`src/rtl/rs232_pkg.sv`:
```
// Shared definitions for the RS-232 transmit path: frame states, line levels and defaults.
package rs232_pkg;

  typedef enum logic [1:0] {
    ST_IDLE  = 2'd0,
    ST_START = 2'd1,
    ST_DATA  = 2'd2,
    ST_STOP  = 2'd3
  } uart_state_t;

  localparam logic UART_IDLE  = 1'b1;
  localparam logic UART_START = 1'b0;
  localparam logic UART_STOP  = 1'b1;

  localparam int DEFAULT_CLKS_PER_BIT = 434;
  localparam int DEFAULT_MAX_BYTES    = 6;

endpackage

```
`src/rtl/rs232_byte_transmitter.sv`:
```
// Single 8N1 frame serialiser. A load seen in IDLE or in the final stop-bit cycle
// starts the next frame with no gap on the line.
module rs232_byte_transmitter
  import rs232_pkg::*;
#(
  parameter int CLKS_PER_BIT = DEFAULT_CLKS_PER_BIT
) (
  input  logic       clock,
  input  logic       reset,
  input  logic       load,
  input  logic [7:0] data,
  output logic       tx_serial,
  output logic       byte_done,
  output logic       idle
);

  localparam int BAUD_W = $clog2(CLKS_PER_BIT);
  localparam logic [BAUD_W-1:0] BAUD_LAST = BAUD_W'(CLKS_PER_BIT - 1);

  uart_state_t       state_r;
  logic [BAUD_W-1:0] baud_r;
  logic [2:0]        bit_r;
  logic [7:0]        shift_r;
  logic              tx_serial_r;

  // byte_done marks the last cycle of the stop bit so the next frame can be chained
  assign byte_done = (state_r == ST_STOP) && (baud_r == BAUD_LAST);
  assign idle      = (state_r == ST_IDLE);
  assign tx_serial = tx_serial_r;

  // Frame sequencer with baud and bit counters
  always_ff @(posedge clock) begin
    if (reset) begin
      state_r     <= ST_IDLE;
      baud_r      <= '0;
      bit_r       <= 3'd0;
      shift_r     <= 8'h00;
      tx_serial_r <= UART_IDLE;
    end else begin
      case (state_r)
        ST_IDLE: begin
          baud_r      <= '0;
          bit_r       <= 3'd0;
          tx_serial_r <= UART_IDLE;
          if (load) begin
            state_r     <= ST_START;
            tx_serial_r <= UART_START;
            shift_r     <= data;
          end
        end
        ST_START: begin
          if (baud_r == BAUD_LAST) begin
            baud_r      <= '0;
            bit_r       <= 3'd0;
            state_r     <= ST_DATA;
            tx_serial_r <= shift_r[0];
          end else begin
            baud_r <= baud_r + BAUD_W'(1);
          end
        end
        ST_DATA: begin
          if (baud_r == BAUD_LAST) begin
            baud_r  <= '0;
            shift_r <= {1'b0, shift_r[7:1]};
            if (bit_r == 3'd7) begin
              bit_r       <= 3'd0;
              state_r     <= ST_STOP;
              tx_serial_r <= UART_STOP;
            end else begin
              bit_r       <= bit_r + 3'd1;
              tx_serial_r <= shift_r[1];
            end
          end else begin
            baud_r <= baud_r + BAUD_W'(1);
          end
        end
        ST_STOP: begin
          if (baud_r == BAUD_LAST) begin
            baud_r <= '0;
            if (load) begin
              state_r     <= ST_START;
              tx_serial_r <= UART_START;
              shift_r     <= data;
            end else begin
              state_r     <= ST_IDLE;
              tx_serial_r <= UART_IDLE;
            end
          end else begin
            baud_r <= baud_r + BAUD_W'(1);
          end
        end
        default: begin
          state_r     <= ST_IDLE;
          tx_serial_r <= UART_IDLE;
        end
      endcase
    end
  end

endmodule

```
`src/rtl/rs232_response_transmitter.sv`:
```
// Sends a latched response buffer as back-to-back 8N1 frames, highest byte first,
// with busy/done/overrun status toward the command processor.
module rs232_response_transmitter
  import rs232_pkg::*;
#(
  parameter int MAX_BYTES    = DEFAULT_MAX_BYTES,
  parameter int CLKS_PER_BIT = DEFAULT_CLKS_PER_BIT
) (
  input  logic                   clock,
  input  logic                   reset,
  input  logic [MAX_BYTES*8-1:0] tx_bytes,
  input  logic [3:0]             tx_num_bytes,
  input  logic                   tx_valid,
  output logic                   tx_serial,
  output logic                   busy,
  output logic                   done,
  output logic                   overrun
);

  localparam logic [3:0] MAX_COUNT = 4'(MAX_BYTES);

  logic                   tx_valid_last_r;
  logic [MAX_BYTES*8-1:0] buffer_r;
  logic [3:0]             remaining_r;
  logic                   busy_r;
  logic                   done_r;
  logic                   overrun_pend_r;
  logic                   overrun_r;

  logic       request_s;
  logic       idle_s;
  logic       load_s;
  logic [3:0] num_clamped_s;
  logic       byte_done_s;
  logic       byte_idle_s;

  // remaining_r counts bytes not yet handed to the frame serialiser
  assign request_s     = tx_valid && !tx_valid_last_r;
  assign idle_s        = !busy_r && (remaining_r == 4'd0);
  assign load_s        = (byte_idle_s || byte_done_s) && (remaining_r != 4'd0);
  assign num_clamped_s = (tx_num_bytes > MAX_COUNT) ? MAX_COUNT : tx_num_bytes;

  assign busy    = busy_r;
  assign done    = done_r;
  assign overrun = overrun_r;

  // Request edge detect, buffer/byte sequencing and status flags
  always_ff @(posedge clock) begin
    if (reset) begin
      tx_valid_last_r <= 1'b0;
      buffer_r        <= '0;
      remaining_r     <= 4'd0;
      busy_r          <= 1'b0;
      done_r          <= 1'b0;
      overrun_pend_r  <= 1'b0;
      overrun_r       <= 1'b0;
    end else begin
      tx_valid_last_r <= tx_valid;
      done_r          <= 1'b0;
      overrun_pend_r  <= request_s && !idle_s;
      overrun_r       <= overrun_pend_r;

      if (request_s && idle_s && (num_clamped_s != 4'd0)) begin
        buffer_r    <= tx_bytes;
        remaining_r <= num_clamped_s;
      end else if (load_s) begin
        buffer_r    <= {buffer_r[MAX_BYTES*8-9:0], 8'h00};
        remaining_r <= remaining_r - 4'd1;
      end else begin
        buffer_r    <= buffer_r;
        remaining_r <= remaining_r;
      end

      if (load_s) begin
        busy_r <= 1'b1;
      end else if (busy_r && byte_done_s) begin
        busy_r <= 1'b0;
        done_r <= 1'b1;
      end else begin
        busy_r <= busy_r;
      end
    end
  end

  rs232_byte_transmitter #(
    .CLKS_PER_BIT(CLKS_PER_BIT)
  ) u_byte_tx (
    .clock    (clock),
    .reset    (reset),
    .load     (load_s),
    .data     (buffer_r[MAX_BYTES*8-1 -: 8]),
    .tx_serial(tx_serial),
    .byte_done(byte_done_s),
    .idle     (byte_idle_s)
  );

endmodule
```
`config.mk`:
```
export PLATFORM = sky130hd
export DESIGN_NAME = rs232_response_transmitter
export DESIGN_NICKNAME = d
export VERILOG_FILES = /design/src/rtl/rs232_pkg.sv /design/src/rtl/rs232_byte_transmitter.sv /design/src/rtl/rs232_response_transmitter.sv
export SDC_FILE = /design/constraint.sdc
export NUM_CORES = 1
export LEC_CHECK = 0
export ABC_CLOCK_PERIOD_IN_PS = 5500
export CORE_MARGIN = 3
export CORE_UTILIZATION = 40
export DETAILED_ROUTE_END_ITERATION = 6
export SYNTH_ARGS = -nofsm -noshare
export SYNTH_HDL_FRONTEND = slang
export SYNTH_HIERARCHICAL = 1
export SYNTH_SLANG_ARGS = --single-unit
```
`constraint.sdc`:
```
create_clock -name clock -period 5.5 [get_ports clock]
set_input_delay 1.1 -clock clock [delete_from_list [all_inputs] [get_ports clock]]
set_output_delay 1.1 -clock clock [all_outputs]
set_load 0.02 [all_outputs]
```
### Yosys cells after proc, flatten, opt, wreduce, memory -nomap -nowiden

Cells that the tools add are included.

* reductions and logical operators: 26
* $lt $le $gt $ge: 1
* add/sub/neg operators: 3
* mux-type cells: 31
* equal/unequal tests: 10

Operators with widths (number)
* $mux W48: 2
* $mux W8: 3
* $pmux W8 S3: 1
* $pmux W9 S2: 1
* $mux W4: 3
* $mux W2: 5
* $add A9 B1 Y9 const B: 1
* $eq A9 B9 Y1 const B: 1
* $mux W1: 9
* $mux W3: 3
* $mux W9: 1
* $pmux W3 S3: 1
* $reduce_and A3 Y1: 3
* $logic_and A1 B1 Y1: 8
* $pmux W2 S4: 1
* $reduce_bool A4 Y1: 2
* $ne A2 B1 Y1 const B: 3
* $reduce_bool A3 Y1: 2
* $reduce_and A5 Y1: 1
* $eq A2 B2 Y1 const B: 2
* $gt A4 B3 Y1 const B: 1
* $logic_not A4 Y1: 1
* $ne A2 B2 Y1 const B: 2
* $pmux W1 S4: 1
* other kinds (10): 13

* output and inout bits: 4
* word-level logic and storage cells: 83
* input bits: 55
* register bits after elaboration: 80

### Longest topological paths before layout

* word-level depth: 7
* gate-level depth with buffers: 13
* mapped depth without buffers: 11

### Hierarchy

The synthesis kept the hierarchy.

By module, submodules not included
* rs232_response_transmitter: area an instance 2436.1 um2, seq. area each 1141.1 um2, times used 1, cells each 304
* rs232_byte_transmitter: area an instance 1257.5 um2, seq. area each 460.4 um2, times used 1, cells each 132

### Least setup slack after synthesis

OpenSTA, ideal clock, no wires.

* path kind: register to register
* start point: register u_byte_tx.baud_r[0]
* end point: register u_byte_tx.shift_r[7]
* clock period less this slack: 2435 ps
* path slack: 3065 ps
* stages on the path, launching flop included: 13
* data arrival time: 2319 ps
* data required time: 5384 ps
* library setup time: 116 ps
* cells stage by stage: dfxtp_1 > ha_1 > and4b_2 > and3_1 > or2_2 > nand2_2 > inv_2 > clkbuf_1 > nor2_1 > nor2_2 > buf_6 > a21oi_1 > a41o_2

* word-level cells in the longest chain between the ends: 7
* elaborated cells between the ends (all ways): 10

Ends and longest elaborated chain
* from (decl): line rs232_byte_transmitter.sv:21 `logic [BAUD_W-1:0] baud_r;`
* from (signal assigned): line rs232_byte_transmitter.sv:58 `baud_r <= baud_r + BAUD_W'(1);`
* from (signal assigned): line rs232_byte_transmitter.sv:74 `baud_r <= baud_r + BAUD_W'(1);`
* from (signal assigned): line rs232_byte_transmitter.sv:89 `baud_r <= baud_r + BAUD_W'(1);`
* $eq A9 B9 Y1 (*): line rs232_byte_transmitter.sv:27 `assign byte_done = (state_r == ST_STOP) && (baud_r == BAUD_LAST);`
* $logic_and A1 B1 Y1 (*): line rs232_byte_transmitter.sv:27
* named net byte_done_s: line rs232_response_transmitter.sv:34 `logic byte_done_s;`
* $logic_or A1 B1 Y1 (*): line rs232_response_transmitter.sv:40 `assign load_s = (byte_idle_s || byte_done_s) && (remaining_r != 4'd0);`
* $logic_and A1 B1 Y1 (*): line rs232_response_transmitter.sv:40
* named net load_s: line rs232_response_transmitter.sv:32 `logic load_s;`
* $mux W8 (*)
* $mux W8
* $pmux W8 S3 (*)
* to (signal assigned): line rs232_byte_transmitter.sv:48 `shift_r <= data;`
* to (signal assigned): line rs232_byte_transmitter.sv:64 `shift_r <= {1'b0, shift_r[7:1]};`
* to (signal assigned): line rs232_byte_transmitter.sv:83 `shift_r <= data;`
* to (decl): line rs232_byte_transmitter.sv:23 `logic [7:0] shift_r;`

Mark *: on every way through the listed nets, which the timed path passes. The rest lies on a longest branch. The select of a mux whose other input is x is not followed.
A chain may end at the register's enable or synchronous reset.

### Final worst setup path

* start point: register u_byte_tx.baud_r[0]
* end point: register u_byte_tx.shift_r[5]

* word-level cells in the longest chain between the ends: 7
* elaborated cells between the ends (all ways): 10

Ends and longest elaborated chain (line)
* $eq A9 B9 Y1 (*): rs232_byte_transmitter.sv:27
* $logic_and A1 B1 Y1 (*): rs232_byte_transmitter.sv:27
* named net byte_done_s: rs232_response_transmitter.sv:34
* $logic_or A1 B1 Y1 (*): rs232_response_transmitter.sv:40
* $logic_and A1 B1 Y1 (*): rs232_response_transmitter.sv:40
* $mux W8 (*)
* $mux W8
* $pmux W8 S3 (*)

Marked as above.

==> results.yml <==
synth:
  synth-seq-cells: 80
  ys_warn_count: 6
  synth_nets: 503
  yosysSeqAreaShare_pct: 43.4
  synth_compound_area_share_pct: 22.6
  netlist_instances: 436
  avgSynthCellArea_sq_um: 8.47
  synth_top_family_by_area: "compound AO/OA/AOI/OAI gates"
  synth_mux_area_share_pct: 2.17
  ys_types: 46
  synth_adder_area_share_pct: 4.07
  synth-simple-area-share_pct: 19.9
  synth-xor-area-share_pct: 2.13
  syn_area_sq_um: 3690
sta:
  fin_tns_setup_ns: 0
  report.final.slew_viol_count: 0
  hold-worst-slack_ns: 0.438
  setup-violations-final: 0
  worst_pin_slew_ns: 0.997
  finalCritPeriodShare_pct: 68.3
  slew_headroom_pct: 33.5
  max_freq_mhz: 266
  finClkSkew_ns: 0.0157
  rsz0062_at_grt: "false"
  post-route-min-period_ns: 3.76
  final-hold-violation-count: 0
finish:
  antennaDiodeCount: 0
  fillCellCount: 907
  regArea_sq_um: 1600
  area_growth_pct: 20.3
  multiInputGateArea_sq_um: 1880
  final_nets: 541
  drive_gt1_share_pct: 6.69
  final_area_sq_um: 4440
  fin_cells: 586
drt:
  drtAntennaViolNets: 0
  wirelength_microns: 8200
  wl_per_cell_microns: 14.0
  first_pass_iters: 4
  drc: 0
  vias_per_cell: 5.34
  first_iter_violations: 128
  vias: 3129
power_and_ir_drop:
  power_frac_comb_pct: 44.4
  ir_worst_vdd_mv: 0.322
  clockPowerShare_pct: 19.7
  leakage_nw: 1.53
  switching_share_pct: 41.3
  power-per-cell-area_nw_per_um2: 524
  power.total_mw: 2.33
  internal_power_mw: 1.37
  seq_power_share_pct: 35.9
  switchingPower_mw: 0.963
die:
  die_x_microns: 102
  ios: 59
  start_util_pct: 41.7
  die_h_microns: 102
  rows: 34
  core_area_sq_um: 8850
  dieArea_sq_um: 10400
cts:
  post_cts_buffers: 0
  cts_tree: "yes"
  cts_buffer_depth: 2
  cts_hold_buffers: 0
  htreeDepth: 3
  clock_latency_ns: 0.34
  cts_resized: 0
  cts_root_buffer: "clkbuf_8"
  cts_buffers: 9
  cts_sinks: 80
  clk_transition_reported_paths_ns: 0.09
setup_path:
  startpoint_type: "register"
  path_class: "register to register"
  path_max_fanout: 50
  cp_top_family: "simple AND/OR/NAND/NOR gates"
  end_kind: "register"
  required_ns: 5.74
  slowest_stage: "inv_2"
  crit_chain: "ha_1, and4b_2, and3_1, or2_2, nand2_2, inv_2, nor2_1, nor2_2, a21oi_1, a311oi_1"
  worstPathArrival_ns: 4.00
  crit_buf_inv: 1
  max_stage_delay_ns: 0.84
global_route:
  first_global_vias: 2954
  overflow: 0
  track_usage_pct: 16.7
  grt_pass1_wl_microns: 13900
  antenna_found_initial: 0
  grt_max_degree: 54
hold_path:
  hp-class: "register to register"
placed_design:
  gp_congestion: 0.781
  dp_cells: 571
  dpl.hpwl_microns: 5470
  placed_cell_area_sq_um: 4230
  portBuffers: 58
flow_run:
  drv_cap: 0
run_status:
  status: "finished, final reports clean"
## logic make-up after synthesis
kind of cell | Yosys count
XOR/XNOR | 9
multiplexers | 8
AND/OR/NAND/NOR | 156
AO/OA/AOI/OAI | 131
buffers and inverters | 40
adder cells (fa/ha/maj) | 12
flip-flops | 80
## power groups by stage
stage	logic, mW	clock network, mW	registers (mW)
after floorplan	0.881	0	0.832
after global placement	1.03	0	0.845
after detailed placement	1.04	0	0.850
after CTS	1.04	0.472	0.837
after global routing	1.19	0.496	0.860
final	1.03	0.459	0.837
## synth_stat cells, drive strengths merged
| library cell | instances | area (sq um) |
|---|---|---|
| inv | 7 | 26.3 |
| xnor2 | 5 | 43.8 |
| nor2 | 57 | 216 |
| a41o | 1 | 11.3 |
| mux2i | 8 | 80.1 |
| and3 | 2 | 12.5 |
| nor4b | 1 | 15.0 |
| a21oi | 67 | 347 |
| ha | 12 | 150 |
| nand4 | 1 | 6.26 |
| a21o | 1 | 7.51 |
| nor2b | 3 | 18.8 |
| and4b | 2 | 21.3 |
| nand4b | 4 | 35.0 |
| nand2b | 5 | 31.3 |
| nand3 | 11 | 55.1 |
| or4 | 2 | 15.0 |
| buf | 20 | 138 |
| dfxtp | 80 | 1600 |
| or3 | 1 | 6.26 |
| nand2 | 54 | 205 |
| nor3b | 2 | 15.0 |
| o31a | 1 | 8.76 |
| nand4bb | 1 | 11.3 |
| a311oi | 8 | 76.3 |
| or3b | 1 | 8.76 |
| xor2 | 4 | 35.0 |
| and4bb | 1 | 16.3 |
| and2 | 1 | 6.26 |
| or2 | 1 | 6.26 |
| o21ai | 8 | 40.0 |
| nand3b | 1 | 7.51 |
| o22ai | 1 | 12.5 |
| a211oi | 42 | 315 |
| clkbuf | 13 | 48.8 |
| a211o | 2 | 17.5 |
| nor3 | 5 | 25.0 |
## cell usage in the layout (no fill, tap or decap), types with 2 or more instances in the layout
cell type        synthesis  layout
dfxtp_1                 80      80
a21oi_1                 64      64
clkdlybuf4s50_1          0      57
nor2_1                  56      56
nand2_1                 53      53
a211oi_1                42      42
ha_1                    12      12
nand3_1                 11      11
clkbuf_8                 0       9
o21ai_0                  8       8
mux2i_1                  8       8
a311oi_1                 7       7
inv_1                    6       6
xnor2_1                  5       5
nor3_1                   5       5
nand2b_1                 5       5
nand4b_1                 4       4
xor2_1                   4       4
nor2b_1                  3       3
a21oi_2                  3       3
or4_1                    2       2
and4b_2                  1       2
nor3b_1                  2       2
a211o_1                  2       2
clkinvlp_4               0       2
bufinv_16                0       2
clkinv_2                 0       2
buf_4                    3       2
and3_1                   2       2
## metrics by stage
stage	utilization, %	setup slack, ns
6_report	50.2	1.74
4_1_cts	50.2	1.74
2_1_floorplan	-	3.06
3_3_place_gp	47.9	1.85
5_1_grt	50.2	1.26
3_5_place_dp	47.9	1.73
## final cells by class
type	count	area share [%]
clock inverter	6	1.91
clock buffer	9	2.79
tap	108	3.04
sequential	80	36.0
multi-input combinational	316	42.3
inverter	7	0.591
timing repair buffer	60	13.3
## sequential cells by signal, summed over array words and instances (netlist names)
| name | count |
|---|---|
| busy | 1 |
| tx_valid_last_r | 1 |
| overrun | 1 |
| done | 1 |
| overrun_pend_r | 1 |
| u_byte_tx/bit_r | 3 |
| u_byte_tx/tx_serial | 1 |
| remaining_r | 4 |
| u_byte_tx/state_r | 2 |
| u_byte_tx/shift_r | 8 |
| u_byte_tx/baud_r | 9 |
| buffer_r | 48 |
## layer usage
layer  vias up  share of wire [%]  global-route usage [%]
li1       1612                  -                       -
met1      1447                 49                    22.4
met2        66                 46                    26.2
met3         4                4.2                    4.51
met4         0               0.95                    5.45
met5         -                  0                       0
## worst register-to-register path, delay by kind of cell, from the launching register on
| kind | cells | cell delay (ns) |
|---|---|---|
| AND/OR/NAND/NOR | 6 | 1.81 |
| adder cells (fa/ha/maj) | 1 | 0.19 |
| buffers and inverters | 1 | 0.85 |
| flip-flops | 1 | 0.37 |
| AO/OA/AOI/OAI | 2 | 0.43 |
## path summary, 6_finish.rpt
kind	start	end	slack, ns	cells past startpoint
min	tx_valid_last_r$_SDFF_PP0_	overrun_pend_r$_SDFF_PP0_	0.44	1
max reg2reg	u_byte_tx/baud_r[0]$_SDFF_PP0_	u_byte_tx/shift_r[5]$_SDFFE_PP0P_	1.74	10
max	u_byte_tx/baud_r[0]$_SDFF_PP0_	u_byte_tx/shift_r[5]$_SDFFE_PP0P_	1.74	10
min reg2reg	tx_valid_last_r$_SDFF_PP0_	overrun_pend_r$_SDFF_PP0_	0.44	1
(Power assumes the default switching activity.)
